<file path="src/rtl/decryption_frame_demux_if.sv">
// decryption_frame_demux_if: encrypted byte stream in, three decryptor channels out.
interface decryption_frame_demux_if #(
    parameter int D_WIDTH = 8
);
    logic [D_WIDTH-1:0] data_i;
    logic               valid_i;
    logic [1:0]         sel_i;
    logic               ready_o;
    logic               busy0_i, busy1_i, busy2_i;
    logic [D_WIDTH-1:0] data0_o, data1_o, data2_o;
    logic               valid0_o, valid1_o, valid2_o;
    logic               err_o;

    modport master (
        output data_i, valid_i, sel_i, busy0_i, busy1_i, busy2_i,
        input  ready_o, data0_o, data1_o, data2_o, valid0_o, valid1_o, valid2_o, err_o
    );

    modport slave (
        input  data_i, valid_i, sel_i, busy0_i, busy1_i, busy2_i,
        output ready_o, data0_o, data1_o, data2_o, valid0_o, valid1_o, valid2_o, err_o
    );
endinterface

</file>
<file path="src/rtl/decryption_frame_demux.sv">
// decryption_frame_demux: buffers encrypted bytes and routes whole frames to caesar/scytale/zigzag.
// Define DEMUX_FRAME_LEN_CHECK_EN to drop bytes past MAX_NOF_CHARS per frame and raise err_o.
module decryption_frame_demux #(
    parameter int                 D_WIDTH                = 8,
    parameter int                 FIFO_DEPTH             = 4,
    parameter int                 MAX_NOF_CHARS          = 50,
    parameter logic [D_WIDTH-1:0] START_DECRYPTION_TOKEN = 8'hFA
) (
    input logic                  clk,
    input logic                  rst_n,
    decryption_frame_demux_if.slave bus
);
    localparam int AW = $clog2(FIFO_DEPTH);

    if (FIFO_DEPTH < 2 || (FIFO_DEPTH & (FIFO_DEPTH - 1)) != 0 || MAX_NOF_CHARS < 1) begin : g_param_check
        $error("decryption_frame_demux: bad FIFO_DEPTH or MAX_NOF_CHARS");
    end

    typedef enum logic [1:0] {IDLE, FWD, WAIT_ACK, WAIT_DONE} state_t;

    state_t             state, state_nxt;
    logic [D_WIDTH+1:0] mem [FIFO_DEPTH];
    logic [AW:0]        wr_ptr, rd_ptr, wr_nxt, rd_nxt;
    logic               ready_q, in_frame, acc, is_tok, wr_en, push, pop, empty, sel_busy;
    logic [1:0]         frame_sel, sel_in, cur_sel, head_sel;
    logic [D_WIDTH-1:0] head_data;
    logic [D_WIDTH-1:0] dq [3];
    logic [2:0]         vq;
    logic [3:0]         busy_v;

    assign acc       = bus.valid_i && ready_q;
    assign is_tok    = bus.data_i == START_DECRYPTION_TOKEN;
    assign sel_in    = in_frame ? frame_sel : bus.sel_i;
    assign push      = acc && wr_en;
    assign empty     = wr_ptr == rd_ptr;
    assign {head_sel, head_data} = mem[rd_ptr[AW-1:0]];
    // channel 3 has no decryptor, so it never stalls and its bytes are just drained
    assign busy_v    = {1'b0, bus.busy2_i, bus.busy1_i, bus.busy0_i};
    assign sel_busy  = busy_v[cur_sel];
    assign pop       = state == FWD && !empty && !sel_busy;
    assign wr_nxt    = wr_ptr + (AW+1)'(push);
    assign rd_nxt    = rd_ptr + (AW+1)'(pop);
    assign bus.ready_o = ready_q;

    always_ff @(posedge clk or negedge rst_n) begin
        if (!rst_n) begin
            wr_ptr    <= '0;
            rd_ptr    <= '0;
            ready_q   <= 1'b0;
            in_frame  <= 1'b0;
            frame_sel <= '0;
        end else begin
            wr_ptr  <= wr_nxt;
            rd_ptr  <= rd_nxt;
            ready_q <= (wr_nxt ^ rd_nxt) != {1'b1, {AW{1'b0}}};
            if (acc) begin
                in_frame <= !is_tok;
                if (!in_frame) frame_sel <= bus.sel_i;
            end
        end
    end

    always_ff @(posedge clk) begin
        if (push) mem[wr_ptr[AW-1:0]] <= {sel_in, bus.data_i};
    end

`ifdef DEMUX_FRAME_LEN_CHECK_EN
    localparam int LW = $clog2(MAX_NOF_CHARS + 1);
    logic [LW-1:0] len_cnt;
    logic          err_q;

    assign wr_en     = is_tok || len_cnt < LW'(MAX_NOF_CHARS);
    assign bus.err_o = err_q;

    always_ff @(posedge clk or negedge rst_n) begin
        if (!rst_n) begin
            len_cnt <= '0;
            err_q   <= 1'b0;
        end else if (acc) begin
            if (is_tok) begin
                len_cnt <= '0;
                err_q   <= 1'b0;
            end else if (wr_en) begin
                len_cnt <= len_cnt + 1'b1;
            end else begin
                err_q <= 1'b1;
            end
        end
    end
`else
    assign wr_en     = 1'b1;
    assign bus.err_o = 1'b0;
`endif

    always_ff @(posedge clk or negedge rst_n) begin
        if (!rst_n) begin
            state   <= IDLE;
            cur_sel <= '0;
        end else begin
            state <= state_nxt;
            if (state == IDLE && !empty) cur_sel <= head_sel;
        end
    end

    always_comb begin
        state_nxt = state;
        case (state)
            IDLE:      state_nxt = empty ? IDLE : FWD;
            FWD:       if (pop && head_data == START_DECRYPTION_TOKEN) state_nxt = cur_sel == 2'd3 ? IDLE : WAIT_ACK;
            WAIT_ACK:  state_nxt = sel_busy ? WAIT_DONE : WAIT_ACK;
            WAIT_DONE: state_nxt = sel_busy ? WAIT_DONE : IDLE;
            default:   state_nxt = IDLE;
        endcase
    end

    always_ff @(posedge clk or negedge rst_n) begin
        if (!rst_n) begin
            vq <= '0;
            for (int k = 0; k < 3; k++) dq[k] <= '0;
        end else begin
            for (int k = 0; k < 3; k++) begin
                vq[k] <= pop && cur_sel == 2'(k);
                if (pop && cur_sel == 2'(k)) dq[k] <= head_data;
            end
        end
    end

    assign bus.data0_o  = dq[0];
    assign bus.data1_o  = dq[1];
    assign bus.data2_o  = dq[2];
    assign bus.valid0_o = vq[0];
    assign bus.valid1_o = vq[1];
    assign bus.valid2_o = vq[2];
endmodule
</file>
<file path="src/flat_wrapper.sv">
// flat-port wrapper written by rule: the top's interface ports become plain ports
module decryption_frame_demux_flat 
#(
    parameter int                 D_WIDTH                = 8,
    parameter int                 FIFO_DEPTH             = 4,
    parameter int                 MAX_NOF_CHARS          = 50,
    parameter logic [D_WIDTH-1:0] START_DECRYPTION_TOKEN = 8'hFA
)
  (clk, rst_n, bus_data_i, bus_valid_i, bus_sel_i, bus_busy0_i, bus_busy1_i, bus_busy2_i, bus_ready_o, bus_data0_o, bus_data1_o, bus_data2_o, bus_valid0_o, bus_valid1_o, bus_valid2_o, bus_err_o);
  decryption_frame_demux_if #(.D_WIDTH(D_WIDTH)) bus_i ();
  input logic clk;
  input logic rst_n;
  input wire logic [$bits(bus_i.data_i)-1:0] bus_data_i;
  input wire logic [$bits(bus_i.valid_i)-1:0] bus_valid_i;
  input wire logic [$bits(bus_i.sel_i)-1:0] bus_sel_i;
  input wire logic [$bits(bus_i.busy0_i)-1:0] bus_busy0_i;
  input wire logic [$bits(bus_i.busy1_i)-1:0] bus_busy1_i;
  input wire logic [$bits(bus_i.busy2_i)-1:0] bus_busy2_i;
  output wire logic [$bits(bus_i.ready_o)-1:0] bus_ready_o;
  output wire logic [$bits(bus_i.data0_o)-1:0] bus_data0_o;
  output wire logic [$bits(bus_i.data1_o)-1:0] bus_data1_o;
  output wire logic [$bits(bus_i.data2_o)-1:0] bus_data2_o;
  output wire logic [$bits(bus_i.valid0_o)-1:0] bus_valid0_o;
  output wire logic [$bits(bus_i.valid1_o)-1:0] bus_valid1_o;
  output wire logic [$bits(bus_i.valid2_o)-1:0] bus_valid2_o;
  output wire logic [$bits(bus_i.err_o)-1:0] bus_err_o;
  assign bus_i.data_i = bus_data_i;
  assign bus_i.valid_i = bus_valid_i;
  assign bus_i.sel_i = bus_sel_i;
  assign bus_i.busy0_i = bus_busy0_i;
  assign bus_i.busy1_i = bus_busy1_i;
  assign bus_i.busy2_i = bus_busy2_i;
  assign bus_ready_o = bus_i.ready_o;
  assign bus_data0_o = bus_i.data0_o;
  assign bus_data1_o = bus_i.data1_o;
  assign bus_data2_o = bus_i.data2_o;
  assign bus_valid0_o = bus_i.valid0_o;
  assign bus_valid1_o = bus_i.valid1_o;
  assign bus_valid2_o = bus_i.valid2_o;
  assign bus_err_o = bus_i.err_o;
  decryption_frame_demux #(.D_WIDTH(D_WIDTH), .FIFO_DEPTH(FIFO_DEPTH), .MAX_NOF_CHARS(MAX_NOF_CHARS), .START_DECRYPTION_TOKEN(START_DECRYPTION_TOKEN)) u_core (.clk(clk), .rst_n(rst_n), .bus(bus_i));
endmodule
</file>
<file path="config.mk">
export PLATFORM = sky130hd
export DESIGN_NAME = decryption_frame_demux_flat
export DESIGN_NICKNAME = d
export VERILOG_FILES = /design/src/rtl/decryption_frame_demux_if.sv /design/src/rtl/decryption_frame_demux.sv /design/src/flat_wrapper.sv
export SDC_FILE = /design/constraint.sdc
export NUM_CORES = 1
export LEC_CHECK = 0
export CAP_MARGIN = 20
export CORE_ASPECT_RATIO = 0.7
export CORE_MARGIN = 2
export CORE_UTILIZATION = 55
export CTS_CLUSTER_SIZE = 40
export DETAILED_ROUTE_END_ITERATION = 10
export GPL_TIMING_DRIVEN = 0
export MAX_ROUTING_LAYER = met4
export PLACE_DENSITY = 0.77
export SETUP_SLACK_MARGIN = 0.5
export SLEW_MARGIN = 5
export SYNTH_ARGS = -nofsm -noshare
export SYNTH_HDL_FRONTEND = slang
export SYNTH_SLANG_ARGS = --single-unit
</file>
<file path="constraint.sdc">
create_clock -name clk -period 3.8 [get_ports clk]
set_input_delay 1.14 -clock clk [delete_from_list [all_inputs] [get_ports clk]]
set_output_delay 1.14 -clock clk [all_outputs]
set_load 0.1 [all_outputs]
</file>
# Word-level counts from Yosys, hierarchy flattened
# Memories as Yosys holds them, arrays and structs flattened.
# Cells that the tools add are included.
op_classes:
  n_addsub: 2
  multipliers: 0
  div_mod_pow: 0
  n_lt_le_gt_ge: 1
  n_eq_ne: 11
  shifts: 0
  muxes: 11
  bitwise: 1
  n_reduce_logical: 13
ops:
  columns: ["cell", "count"]
  rows:
  - ["8-bit equality test, second input constant", 2]
  - ["2-bit equality test, second input constant", 4]
  - ["1-bit logical AND", 8]
  - ["2-bit 2-to-1 mux", 4]
  - ["2-bit one-hot mux with 4 select lines", 1]
  - ["3-bit by 1-bit adder with 3-bit output", 2]
  - ["1-bit 2-to-1 mux", 5]
  - ["2-bit by 1-bit equality test with 1-bit output, second input constant", 2]
  - ["2-bit zero test", 2]
  - ["3-bit equality test", 1]
  - ["1-bit zero test", 3]
  - ["2-bit by 3-bit less-than comparator with 1-bit output, second input constant", 1]
  - ["3-bit != test, second input constant", 1]
  - ["3-bit XOR", 1]
  - ["1-bit binary-select mux with 2-bit select", 1]
  - ["2-bit != test, second input constant", 1]
totals:
  regBits: 41
  latchBits: 0
  ram_bits: 40
  rom_bits: 0
  inputBits: 16
  out_inout_bits: 29
  elab_cells: 51
  n_memories: 1
mem_list:
  columns: ["name", "depth", "width", "read_ports", "rd_ports_with_merged_regs", "wr", "line", "rtl"]
  rows:
  - ["u_core.mem", 4, 10, 1, 0, 1, "decryption_frame_demux.sv:22", "logic [D_WIDTH+1:0] mem [FIFO_DEPTH];"]

# Longest topological paths before layout
depth:
  depth_word: 7
  ltp_mapped: 10
  ltp_nobuf: 9

# Least setup slack after synthesis
# Ideal clock, no wire load.
synth_timing:
  path_kind: "in2reg"
  startpoint: "input bus_busy1_i"
  endpoint: "register u_core.ready_q (netlist: u_core.bus.ready_o)"
  setup_ps: 131
  t_arrival_ps: 2589
  required_ps: 3669
  path_slack_ps: 1080
  path_stages: 9
  n_path_buf: 0
  path_cell_list: "mux2i_1 o221a_2 nand2_1 inv_1 ha_1 ha_1 xor2_1 xnor2_1 or3_1"
synth_via:
  elab_chain_cells: 7
synth_rtl:
  columns: ["item", "line", "rtl"]
  rows:
  - ["start: declaration", "flat_wrapper.sv:17", "input wire logic [$bits(bus_i.busy1_i)-1:0] bus_busy1_i;"]
  - ["1-bit binary-select mux with 2-bit select", "decryption_frame_demux.sv:39", "assign sel_busy = busy_v[cur_sel];"]
  - ["1-bit 2-to-1 mux (implied by the code)", "decryption_frame_demux.sv:39", null]
  - ["1-bit zero test", "decryption_frame_demux.sv:40", "assign pop = state == FWD && !empty && !sel_busy;"]
  - ["1-bit logical AND", "decryption_frame_demux.sv:40", null]
  - ["3-bit by 1-bit adder with 3-bit output", "decryption_frame_demux.sv:42", "assign rd_nxt = rd_ptr + (AW+1)'(pop);"]
  - ["named net u_core.rd_nxt[2]", "decryption_frame_demux.sv:23", "logic [AW:0] wr_ptr, rd_ptr, wr_nxt, rd_nxt;"]
  - ["3-bit XOR", "decryption_frame_demux.sv:55", "ready_q <= (wr_nxt ^ rd_nxt) != {1'b1, {AW{1'b0}}};"]
  - ["3-bit != test", "decryption_frame_demux.sv:55", null]
  - ["end signal: assignment", "decryption_frame_demux.sv:55", null]
  - ["end: declaration", "decryption_frame_demux.sv:24", "logic ready_q, in_frame, acc, is_tok, wr_en, push, pop, empty, sel_busy;"]
# The timed path passes the listed nets, and every way through them passes these cells. The select of a mux whose other input is x is not followed.
# A chain may end at the register's enable or synchronous reset.

# Worst setup path after layout
# Same ends and word-level chain as after synthesis.

==> results.py <==
metrics = {
    "worst_setup_path": {
        "worstPathBufferInverterCount": 2,
        "crit_path_end_kind": "register",
        "reg2reg_slack_ns": 1.43,
        "crit_type": "primary input to register",
        "rr_startpoint": "u_core.cur_sel[1]",
        "required_ns": 4.02,
        "worstPathCellList": "clkdlybuf4s50_1 -> mux2i_1 -> o221a_2 -> nand2_1 -> inv_1 -> ha_1 -> ha_1 -> xor2_1 -> xnor2_1 -> or3_1",
        "cp_slowest_stage_delay_ns": 0.46,
        "r2r-end": "u_core.bus.ready_o",
        "setup.worst_path.start_class": "primary input",
        "crit_family": "buffers and inverters",
        "rr_worst_depth": 10,
        "critPathMaxFanout": 6,
        "cp_common_cell": "ha_1",
        "cp.arrival_ns": 3.22,
        "slowest_stage": "clkdlybuf4s50_1",
    },
    "cells_and_area": {
        "syn_to_final_growth_pct": 22.6,
        "final_core_util": 0.696,
        "diodes": 0,
        "fin_nets": 255,
        "final_layout_size_suffix_gt1_frac": 0.233,
    },
    "sta": {
        "worstMarginPinSlew_ns": 0.997,
        "relSlewSlack": 0.333,
        "fin_tns_setup_ns": 0,
        "fin_crit_sh": 0.791,
        "min_period_ns": 3.01,
        "hold_viol_final": 0,
        "rsz0062_at_grt": "false",
        "drv_slew": 0,
        "fin_skew_ns": 0.00869,
        "finalSetupViolCount": 0,
        "setup_ws_ns": 0.793,
        "max_freq_mhz": 333,
    },
    "die": {
        "dieArea_sq_um": 6520,
        "start_util": 0.568,
        "die_w_um": 95.7,
        "core_sq_um": 5700,
        "die_h_um": 68.2,
        "rows": 23,
        "boundaryPins": 45,
    },
    "synth": {
        "syn-cell-area_sq_um": 3240,
        "synthCells": 180,
        "yosys_warnings": 0,
        "ys_seq_area_frac": 0.688,
        "avgSynthCellArea_sq_um": 18.0,
        "synth_seq_cells": 81,
        "ys_types": 33,
        "synth_nets": 200,
    },
    "hold_path": {
        "min_to": "u_core.frame_sel[0]",
        "hold_class": "register to register",
        "min_delay_path_depth": 2,
        "hp-start": "u_core.frame_sel[0]",
    },
    "place": {
        "port_buffers": 43,
        "place.gp.congestion": 0.706,
        "hpwl_mm": 3.99,
        "place_ws_ns": 0.457,
    },
    "routing": {
        "via_count": 1727,
        "drc_errors": 0,
        "drt-total-wl_mm": 5.65,
        "drtAntennaViolNets": 0,
        "vias_per_cell": 5.48,
        "first_pass_iters": 4,
        "drt_iter0_markers": 103,
        "wl_per_cell_um": 17.9,
    },
    "global_route": {
        "grt-ovfl-total": 0,
        "grt_pass1_vias": 1787,
        "grt_max_degree": 30,
        "antenna_found_initial": 0,
        "gr-usage-met1": 0.269,
        "grt_use_met3": 0.0595,
        "grt_first_pass_wirelength_mm": 9.16,
        "grt.total_usage": 0.207,
        "busiest_layer": "met2",
        "grt.met2_usage": 0.322,
    },
    "clock_network": {
        "cts_root_buffer": "clkbuf_8",
        "clk_pin_slew_worst_paths_ns": 0.07,
        "numCtsBuffers": 9,
        "clock-sinks": 81,
        "cts.hold.buffers_added": 0,
        "clkLatencyLatePin_ns": 0.34,
        "cts_resized": 0,
        "htreeDepth": 3,
        "cts_buffer_depth": 2,
        "cts_tree": "done",
        "post_cts_buffers": 0,
    },
    "flow_run": {
        "maxCapViolCount": 0,
    },
    "status": {
        "outcome": "complete, no violations",
    },
}
## metrics by stage
step / std cells / area (sq um) / hold slack [ns]
2_1_floorplan: 180 / 3240 / 0.440
3_3_place_gp: 298 / 3760 / 0.453
3_5_place_dp: 299 / 3790 / 0.462
4_1_cts: 315 / 3970 / 0.483
5_1_grt: 315 / 3970 / 0.524
6_report: 315 / 3970 / 0.481
## how the worst max path moves through the flow
stage                          to  depth (start not counted)             startpoint
6_report       u_core.bus.ready_o                         10            bus_busy1_i
5_1_grt        u_core.bus.ready_o                         10            bus_busy1_i
4_1_cts            bus_data1_o[1]                          1  u_core.bus.data1_o[1]
3_5_place_dp   u_core.bus.ready_o                         10            bus_busy1_i
3_3_place_gp     u_core.mem[2][7]                          3            bus_valid_i
2_1_floorplan  u_core.bus.ready_o                          9            bus_busy1_i
## placed cells by master (no fill, tap or decap), types with 2 or more instances in the layout
master,instances
xnor2_1,4
nand4b_2,2
clkbuf_8,9
clkbuf_1,5
mux2_2,28
dfrtp_1,41
clkdlybuf4s50_1,42
nand2_1,12
ha_1,4
and3_1,2
nor2_1,3
inv_1,6
mux4_1,9
nor3b_2,2
xor2_1,4
edfxtp_1,40
buf_2,3
nand4b_1,2
## layout make-up
class	count	area [sq um]
Sequential cell	81	2230
Inverter	6	22.5
Tap cell	75	93.8
Multi-Input combinational cell	88	968
Clock buffer	14	164
Timing Repair Buffer	44	445
Buffer	5	32.5
Clock inverter	2	12.5
Fill cell	412	1730
## flip-flops by register name, indices dropped and copies added (netlist names)
name,cells
u_core.cur_sel,2
u_core.vq,3
u_core.mem,40
u_core.in_frame,1
u_core.wr_ptr,3
u_core.bus.data0_o,8
u_core.state,2
u_core.bus.data1_o,8
u_core.bus.ready_o,1
u_core.rd_ptr,3
u_core.frame_sel,2
u_core.bus.data2_o,8
## cells in the mapped netlist
library cell / number / area [sq um]
xnor2_1: 4 / 35.0
xor2_1: 4 / 35.0
nand3_2: 1 / 10.0
o22a_1: 1 / 8.76
buf_6: 1 / 11.3
o221a_2: 1 / 11.3
inv_1: 6 / 22.5
or3_1: 1 / 6.26
dfrtp_1: 41 / 1030
clkbuf_1: 1 / 3.75
mux4_2: 1 / 22.5
nand4bb_1: 1 / 11.3
nand4b_1: 2 / 17.5
and3_1: 2 / 12.5
nand4b_2: 2 / 30.0
a31o_1: 1 / 8.76
mux2i_1: 1 / 10.0
nand2_1: 12 / 45.0
a221oi_1: 1 / 8.76
nor4b_2: 1 / 15.0
a31oi_2: 1 / 12.5
mux4_1: 9 / 236
nor3_1: 2 / 10.0
o21ai_0: 1 / 5.00
conb_1: 1 / 3.75
nor3b_1: 2 / 15.0
ha_1: 4 / 50.1
nand4_1: 1 / 6.26
mux2_2: 28 / 315
nor2_1: 3 / 11.3
edfxtp_1: 40 / 1200
buf_4: 1 / 7.51
buf_2: 2 / 10.0
## cells by family after synthesis
kind of cell | after synthesis | share of synthesized area
flops | 81 | 0.688
other cells | 1 | 0.00116
compound gates | 6 | 0.0170
fa+ha+maj | 4 | 0.0155
xor+xnor | 8 | 0.0217
buf+inv | 11 | 0.0170
simple gates | 30 | 0.0588
mux | 39 | 0.181
## worst min-delay path, stage by stage (launching register included)
cell and delay, ns:
dfrtp_1 0.34, nand2_1 0.05, nand2_1 0.06
## metal layers
layer	vias to the layer above	routed length, um
li1	797	-
met1	876	2590
met2	46	2700
met3	8	271
met4	0	82
met5	-	0
Power is left out: the tool's default activity adds up to more than one toggle a clock period on the data nets, which glitch-free logic cannot reach.
